===== src/rtl/instr_fetch_pkg.sv =====
`default_nettype none
// ------------------------------------------------------------------
// instr_fetch_pkg : shared fetch-stage constants and next-PC select
// Rev 1.0
// ------------------------------------------------------------------
package instr_fetch_pkg;

  localparam int unsigned c_AW  = 8;
  localparam int unsigned c_DW  = 32;
  localparam logic [31:0] c_NOP = 32'h0000_0000;

  typedef enum logic [1:0] {
    SEL_BRANCH  = 2'd0,
    SEL_JUMP    = 2'd1,
    SEL_HOLD    = 2'd2,
    SEL_ADVANCE = 2'd3
  } fetch_sel_e;

  // Redirects outrank stall; a branch outranks a jump. Reset is applied by the flops.
  function automatic fetch_sel_e fetch_sel(input logic branch_taken,
                                           input logic jump,
                                           input logic stall);
    if (branch_taken)  return SEL_BRANCH;
    else if (jump)     return SEL_JUMP;
    else if (stall)    return SEL_HOLD;
    else               return SEL_ADVANCE;
  endfunction

endpackage
`default_nettype wire


===== src/rtl/instr_fetch_if.sv =====
`default_nettype none
// ------------------------------------------------------------------
// instr_fetch_if : decode control, instruction memory and IF/ID bundle
// Rev 1.0
// ------------------------------------------------------------------
interface instr_fetch_if
  import instr_fetch_pkg::*;
#(
  parameter int unsigned AW = c_AW,
  parameter int unsigned DW = c_DW
);
  logic          stall;
  logic          branch_taken;
  logic [AW-1:0] branch_target;
  logic          jump;
  logic [AW-1:0] jump_target;
  logic [AW-1:0] addr;
  logic [DW-1:0] instruction;
  logic [AW-1:0] pc;
  logic [DW-1:0] if_id_instr;
  logic [AW-1:0] if_id_pc1;
  logic          if_id_valid;

  modport master (
    input  stall, branch_taken, branch_target, jump, jump_target, instruction,
    output addr, pc, if_id_instr, if_id_pc1, if_id_valid
  );

  modport slave (
    output stall, branch_taken, branch_target, jump, jump_target, instruction,
    input  addr, pc, if_id_instr, if_id_pc1, if_id_valid
  );
endinterface
`default_nettype wire


===== src/rtl/instr_fetch_pc_reg.sv =====
`default_nettype none
// ------------------------------------------------------------------
// instr_fetch_pc_reg : program counter with redirect/stall/increment mux
// Rev 1.0
// ------------------------------------------------------------------
module instr_fetch_pc_reg
  import instr_fetch_pkg::*;
#(
  parameter int unsigned   AW       = c_AW,
  parameter logic [AW-1:0] RESET_PC = '0
) (
  input  wire logic          clk,
  input  wire logic          reset,
  input  wire logic          stall,
  input  wire logic          branch_taken,
  input  wire logic [AW-1:0] branch_target,
  input  wire logic          jump,
  input  wire logic [AW-1:0] jump_target,
  output logic      [AW-1:0] pc,
  output logic      [AW-1:0] pc_plus1
);

  logic [AW-1:0] pc_q;
  logic [AW-1:0] pc_d;

  // Wraps modulo 2^AW by construction.
  assign pc_plus1 = pc_q + AW'(1);
  assign pc       = pc_q;

  always_comb begin
    pc_d = pc_q;
    unique case (fetch_sel(branch_taken, jump, stall))
      SEL_BRANCH:  pc_d = branch_target;
      SEL_JUMP:    pc_d = jump_target;
      SEL_HOLD:    pc_d = pc_q;
      SEL_ADVANCE: pc_d = pc_plus1;
      default:     pc_d = pc_q;
    endcase
  end

  always_ff @(posedge clk) begin
    if (reset) pc_q <= RESET_PC;
    else       pc_q <= pc_d;
  end

endmodule
`default_nettype wire


===== src/rtl/instr_fetch.sv =====
`default_nettype none
// ------------------------------------------------------------------
// instr_fetch : PC, instruction-memory address and IF/ID pipeline register
// Rev 1.0
// ------------------------------------------------------------------
module instr_fetch
  import instr_fetch_pkg::*;
#(
  parameter int unsigned   AW       = c_AW,
  parameter int unsigned   DW       = c_DW,
  parameter logic [AW-1:0] RESET_PC = '0
) (
  input  wire logic     clk,
  input  wire logic     reset,
  instr_fetch_if.master bus
);

  logic [AW-1:0] pc;
  logic [AW-1:0] pc_plus1;

  logic [DW-1:0] if_id_instr_q, if_id_instr_d;
  logic [AW-1:0] if_id_pc1_q,   if_id_pc1_d;
  logic          if_id_valid_q, if_id_valid_d;

  instr_fetch_pc_reg #(
    .AW       (AW),
    .RESET_PC (RESET_PC)
  ) u_pc_reg (
    .clk           (clk),
    .reset         (reset),
    .stall         (bus.stall),
    .branch_taken  (bus.branch_taken),
    .branch_target (bus.branch_target),
    .jump          (bus.jump),
    .jump_target   (bus.jump_target),
    .pc            (pc),
    .pc_plus1      (pc_plus1)
  );

  // Memory is asynchronous, so the word for the current PC is available this cycle.
  assign bus.addr        = pc;
  assign bus.pc          = pc;
  assign bus.if_id_instr = if_id_instr_q;
  assign bus.if_id_pc1   = if_id_pc1_q;
  assign bus.if_id_valid = if_id_valid_q;

  always_comb begin
    if_id_instr_d = if_id_instr_q;
    if_id_pc1_d   = if_id_pc1_q;
    if_id_valid_d = if_id_valid_q;
    unique case (fetch_sel(bus.branch_taken, bus.jump, bus.stall))
      SEL_BRANCH, SEL_JUMP: begin
        if_id_instr_d = DW'(c_NOP);
        if_id_pc1_d   = '0;
        if_id_valid_d = 1'b0;
      end
      SEL_HOLD: ;
      SEL_ADVANCE: begin
        if_id_instr_d = bus.instruction;
        if_id_pc1_d   = pc_plus1;
        if_id_valid_d = 1'b1;
      end
      default: ;
    endcase
  end

  always_ff @(posedge clk) begin
    if (reset) begin
      if_id_instr_q <= DW'(c_NOP);
      if_id_pc1_q   <= '0;
      if_id_valid_q <= 1'b0;
    end else begin
      if_id_instr_q <= if_id_instr_d;
      if_id_pc1_q   <= if_id_pc1_d;
      if_id_valid_q <= if_id_valid_d;
    end
  end

endmodule
`default_nettype wire


===== src/flat_wrapper.sv =====
// flat-port wrapper written by rule: the top's interface ports become plain ports
module instr_fetch_flat import instr_fetch_pkg::*;
#(
  parameter int unsigned   AW       = c_AW,
  parameter int unsigned   DW       = c_DW,
  parameter logic [AW-1:0] RESET_PC = '0
)
  (clk, reset, bus_stall, bus_branch_taken, bus_branch_target, bus_jump, bus_jump_target, bus_instruction, bus_addr, bus_pc, bus_if_id_instr, bus_if_id_pc1, bus_if_id_valid);
  instr_fetch_if #(.AW(AW), .DW(DW)) bus_i ();
  input  wire logic clk;
  input  wire logic reset;
  input wire logic [$bits(bus_i.stall)-1:0] bus_stall;
  input wire logic [$bits(bus_i.branch_taken)-1:0] bus_branch_taken;
  input wire logic [$bits(bus_i.branch_target)-1:0] bus_branch_target;
  input wire logic [$bits(bus_i.jump)-1:0] bus_jump;
  input wire logic [$bits(bus_i.jump_target)-1:0] bus_jump_target;
  input wire logic [$bits(bus_i.instruction)-1:0] bus_instruction;
  output wire logic [$bits(bus_i.addr)-1:0] bus_addr;
  output wire logic [$bits(bus_i.pc)-1:0] bus_pc;
  output wire logic [$bits(bus_i.if_id_instr)-1:0] bus_if_id_instr;
  output wire logic [$bits(bus_i.if_id_pc1)-1:0] bus_if_id_pc1;
  output wire logic [$bits(bus_i.if_id_valid)-1:0] bus_if_id_valid;
  assign bus_i.stall = bus_stall;
  assign bus_i.branch_taken = bus_branch_taken;
  assign bus_i.branch_target = bus_branch_target;
  assign bus_i.jump = bus_jump;
  assign bus_i.jump_target = bus_jump_target;
  assign bus_i.instruction = bus_instruction;
  assign bus_addr = bus_i.addr;
  assign bus_pc = bus_i.pc;
  assign bus_if_id_instr = bus_i.if_id_instr;
  assign bus_if_id_pc1 = bus_i.if_id_pc1;
  assign bus_if_id_valid = bus_i.if_id_valid;
  instr_fetch #(.AW(AW), .DW(DW), .RESET_PC(RESET_PC)) u_core (.clk(clk), .reset(reset), .bus(bus_i));
endmodule

===== config.mk =====
export PLATFORM = sky130hd
export DESIGN_NAME = instr_fetch_flat
export DESIGN_NICKNAME = d
export VERILOG_FILES = /design/src/rtl/instr_fetch_pkg.sv /design/src/rtl/instr_fetch_if.sv /design/src/rtl/instr_fetch_pc_reg.sv /design/src/rtl/instr_fetch.sv /design/src/flat_wrapper.sv
export SDC_FILE = /design/constraint.sdc
export NUM_CORES = 1
export LEC_CHECK = 0
export CAP_MARGIN = 10
export CORE_UTILIZATION = 35
export CTS_CLUSTER_SIZE = 8
export DETAILED_ROUTE_END_ITERATION = 16
export GPL_ROUTABILITY_DRIVEN = 0
export GPL_TIMING_DRIVEN = 0
export HOLD_SLACK_MARGIN = 0.1
export PLACE_DENSITY = 0.75
export SETUP_SLACK_MARGIN = 0.2
export SKIP_CTS_REPAIR_TIMING = 1
export SYNTH_ARGS = -nofsm -noshare
export SYNTH_HDL_FRONTEND = slang
export SYNTH_SLANG_ARGS = --single-unit

===== constraint.sdc =====
create_clock -name clk -period 1.6 [get_ports clk]
set_input_delay 0.24 -clock clk [delete_from_list [all_inputs] [get_ports clk]]
set_output_delay 0.24 -clock clk [all_outputs]
set_load 0.1 [all_outputs]

# Yosys cells after proc, flatten, opt, wreduce, memory -nomap -nowiden
# Index checks and enable logic that the tools add are counted.
dict set report totals {
  reg_bits 49
  output_inout_bits 57
}
dict set report op_classes {
  n_reduce_logical 3
  n_eq_ne 3
  n_addsub 1
  mux 7
}
# op count
set op_table {}
lappend op_table {{case mux 32 bit (2 select lines)} 1}
lappend op_table {{case mux 8 bit (3 select lines)} 1}
lappend op_table {{case mux 8 bit (2 select lines)} 1}
lappend op_table {{adder 8 x 1 -> 8 bit, second input constant} 1}
lappend op_table {{equality test 2 bit, second input constant} 2}
lappend op_table {{two-way mux 2 bit} 2}
lappend op_table {{equality test 2 x 1 -> 1 bit, second input constant} 1}
lappend op_table {{zero test 2 bit} 1}
lappend op_table {{case mux 1 bit (2 select lines)} 1}
lappend op_table {{nonzero test 2 bit} 1}
lappend op_table {{OR reduction 2 bit} 1}
lappend op_table {{two-way mux 1 bit} 1}

# Longest topological paths before layout
# Gate-level depths: netlist (run 1).
dict set report depth {
  depth_word 6
  depth_mapped 6
}

# Modules after synthesis
# Synthesis (run 1) repeated with hierarchy kept, for this count alone.
dict set report hier_totals {
  cells_unflattened 225
  area_unflattened_um2 2162.1
}
# mod n_inst seq_area_each_um2 area_per_inst_um2 cells_each
set modules_own_cells {}
lappend modules_own_cells {instr_fetch 1 820.8 1530.2 142}
lappend modules_own_cells {instr_fetch_pc_reg 1 160.2 631.9 83}

# Worst setup path before layout (run 1)
# Ideal clock, no wire load.
dict set report synth_path {
  path_type {reg2reg}
  startpoint {register u_core.u_pc_reg.pc_q[0], in the netlist u_core.u_pc_reg.pc[0]}
  endpoint {register u_core.u_pc_reg.pc_q[6], in the netlist u_core.u_pc_reg.pc[6]}
  path_stages_with_launch 6
  synth_period_minus_slack_ns 2.425
  slack_ns -0.825
  arrival_time_ns 2.358
  required_time_ns 1.533
  path_buffers 0
  path_cell_list {dfxtp_1 > ha_1 > inv_1 > or3_1 > a2111o_1 > a21oi_2}
}
dict set report synth_between {
  elab_chain_cells 2
}
# element line_no
set synth_lines {}
lappend synth_lines {{start: declaration} instr_fetch_pc_reg.sv:23} ;# logic [AW-1:0] pc_q;
lappend synth_lines {{start signal: assignment} instr_fetch_pc_reg.sv:43} ;# else pc_q <= pc_d;
lappend synth_lines {{adder 8 x 1 -> 8 bit} instr_fetch_pc_reg.sv:27} ;# assign pc_plus1 = pc_q + AW'(1);
lappend synth_lines {{case mux 8 bit (3 select lines)} instr_fetch_pc_reg.sv:32} ;# unique case (fetch_sel(branch_taken, jump, stall))
# Every way passes these cells.
# A chain may end at the register's enable or synchronous reset.

# Worst setup path in the final report (run 1)
# Ends and elaborated chain as after synthesis.

==> results.yml, run 1 <==
run_status:
  run_status: "completed"
floorplanning:
  die_y_um: 79.4
  start_util_pct: 37.2
  num_io_pins: 110
  core-area_sq_mm: 0.00564
  die_w_um: 79.4
  core.rowCount: 27
  fp.dieArea_sq_mm: 0.00631
global_routing:
  grt_max_degree: 16
  antenna_found_initial: 0
  use_met3_pct: 6.06
  grt_usage_pct: 17.8
  grt_first_pass_wirelength_um: 8690
  met1_usage_pct: 20.7
  grt_overflow: 0
  grtUsageMet2_pct: 30.0
  grt_pass1_vias: 1956
  top_usage_layer: "met2"
routing:
  drc: 0
  vias: 2023
  ant_nets: 0
  dr.first_iter.drc_count: 98
  drt-pass1-iter-count: 4
  wl_per_cell_um: 13.5
  vias_per_cell: 4.83
  wirelength_um: 5680
yosys:
  synth_top_area_share_pct: 46.8
  synth_edf_count: 0
  yosysUniqueCellTypes: 36
  yosys.area.top_type: "dfxtp_1"
  syn_inst: 227
  synth_top_family_by_area: "multiplexers"
  synth-simple-area-share_pct: 15.3
  synthMuxAreaShare_pct: 18.1
  ys_top_cells_by_area: "dfxtp_1 47%, mux2i_1 18%, nor2_1 7.7%"
  ys_ff_latch: 49
  syn-num-nets: 281
  ys.flop_type: "dfxtp_1"
  post-synth-top-count-cell: "dfxtp_1"
  synthAdderAreaFrac_pct: 0.596
  synth_compound_area_share_pct: 10.4
  ys_seq_area_share_pct: 46.8
  synth_area_sq_mm: 0.00210
  async_flop_share_pct: 0
  synth_commonest_cells: "49 x dfxtp_1, 43 x nor2_1, 38 x mux2i_1"
  synth_xor_area_share_pct: 2.09
  ys_warn_count: 0
  syn_area_per_cell_sq_um: 9.24
critical_path:
  worstPathMaxFanout: 8
  crit_path_start_kind: "register"
  crit_family: "compound AO/OA/AOI/OAI gates"
  slowest_stage: "dfxtp_4"
  reg2reg_slack_ns: 0.06
  critPathCaptureType: "register"
  critical_path_arrival_ns: 1.77
  cp_cell_sequence: "ha_4 > inv_1 > or3_4 > a2111o_1 > a21oi_2"
  critPathBufInv: 1
  path_class: "register to register"
  worst_path_largest_cell_delay_ns: 0.42
  crit_required_ns: 1.83
timing:
  worst_pin_slew_ns: 0.566
  setup_viol: 0
  slew_headroom_pct: 62.4
  period_needed_ns: 1.54
  final_max_slew_viol_count: 0
  finalHoldViolCount: 0
  setup_slack_ns: 0.0611
  fmax_mhz: 650
  whs_ns: 0.345
  clock_skew_ns: 0.00559
  rsz0062_at_grt: "yes"
  fin_crit_sh_pct: 96.2
power_and_ir_drop:
  comb_power_share_pct: 26.6
  p_leak_nw: 1.46
  sw_frac_of_total_pct: 32.6
  clkPwrFrac_pct: 30.8
  cellPowerDensity_mw_per_mm2: 925
  ir_drop_mv: 0.513
  p_sw_w: 0.000991
  p_seq_share_pct: 42.6
  power.internal_w: 0.00205
cts:
  clk_path_buf_depth: 2
  clock_latency_ns: 0.30
  cts_buffers: 5
  clk_transition_reported_paths_ns: 0.09
  cts.sinks: 49
  h-tree-depth: 2
  cts_root_buffer: "clkbuf_8"
  cts_tree: "yes"
run:
  cap_violations: 0
min_path:
  worstHoldPathType: "input port to register"
place:
  port-buffer-count: 107
  dp.final_hpwl_um: 4150
  dp_slack_ns: -0.443
finish:
  area_growth_pct: 56.5
  n_antenna_cell: 0
  final_nets: 400
  drive_gt1_share_pct: 30.8
==> cells by family after synthesis <==
kind of cell | Yosys count
XOR/XNOR | 5
multiplexers | 38
buffers and inverters | 28
AND/OR/NAND/NOR | 73
flip-flops | 49
adder cells (fa/ha/maj) | 1
AO/OA/AOI/OAI | 33
==> power by group through the flow <==
stage	clock (W)	sequential, W	combinational [W]
5_1_grt	0.00101	0.00130	0.000846
3_5_place_dp	0	0.00132	0.000814
4_1_cts	0.000949	0.00129	0.000816
6_report	0.000936	0.00129	0.000807
3_3_place_gp	0	0.00132	0.000808
2_1_floorplan	0	0.00156	0.000313
==> final timing paths <==
check                                             from                endpoint  cells after the start
worst min-delay path                             reset   u_core.u_pc_reg.pc[0]                      2
worst max register to register   u_core.u_pc_reg.pc[0]   u_core.u_pc_reg.pc[6]                      5
worst max-delay path             u_core.u_pc_reg.pc[0]   u_core.u_pc_reg.pc[6]                      5
worst min register to register  u_core.bus.if_id_valid  u_core.bus.if_id_valid                      2
==> final cells by class <==
type	instances	area (sq um)
clock inverters	2	36.3
fillers	524	2360
flip-flops and latches	49	1010
clock buffers	6	82.6
inverters	4	15.0
plain buffers	24	171
multi-input cells	150	1020
repair buffers	112	862
well taps	72	90.1
==> placed cells by master (no fill, tap or decap), types with 2 or more instances in the layout <==
cell,synthesis,layout
a21oi_1,7,7
nor2_1,43,43
xnor2_1,4,4
nor2b_1,2,2
nand3_1,5,5
nand3b_1,2,2
nand2_1,11,11
dfxtp_1,49,41
or3_4,0,2
a211o_1,2,2
clkbuf_1,11,4
mux2i_1,38,37
buf_8,0,2
dfxtp_2,0,2
o21ai_0,11,11
clkbuf_8,0,6
clkbuf_4,0,12
buf_4,8,15
nor3_1,3,2
clkbuf_2,0,45
or3_1,3,2
dfxtp_4,0,6
buf_2,5,4
clkdlybuf4s50_1,0,49
inv_1,4,4
buf_6,0,3
==> through the flow <==
| step | setup TNS, ns | cell area, sq um | total power, W | cells | utilization [%] |
|---|---|---|---|---|---|
| 6_report | 0 | 3280 | 0.00304 | 419 | 58.2 |
| 3_3_place_gp | -22.36 | 3310 | 0.00213 | 406 | 58.7 |
| 4_1_cts | -28.58 | 3430 | 0.00306 | 414 | 60.8 |
| 5_1_grt | 0 | 3280 | 0.00316 | 419 | 58.2 |
| 2_1_floorplan | -0.132 | 2150 | 0.00187 | 227 | - |
| 3_5_place_dp | -22.44 | 3310 | 0.00214 | 406 | 58.7 |
==> flip-flops by register name, summed over array words and instances (netlist names) <==
register,count
u_core.bus.if_id_pc1,8
u_core.bus.if_id_valid,1
u_core.bus.if_id_instr,32
u_core.u_pc_reg.pc,8
==> routing by layer <==
metal  up-vias  routed length (um)
met1       931                2420
met4         0                 100
met3        11                 429
met2        78                2720
met5         -                   0
li1       1003                   -
(Power assumes the default switching activity.)
==> inputs of run 2 (changes only) <==
CTS_CLUSTER_DIAMETER = 120   (was default)
==> results of run 2 <==
Same layout as run 1: the final DEF is identical, and so are final timing and power.
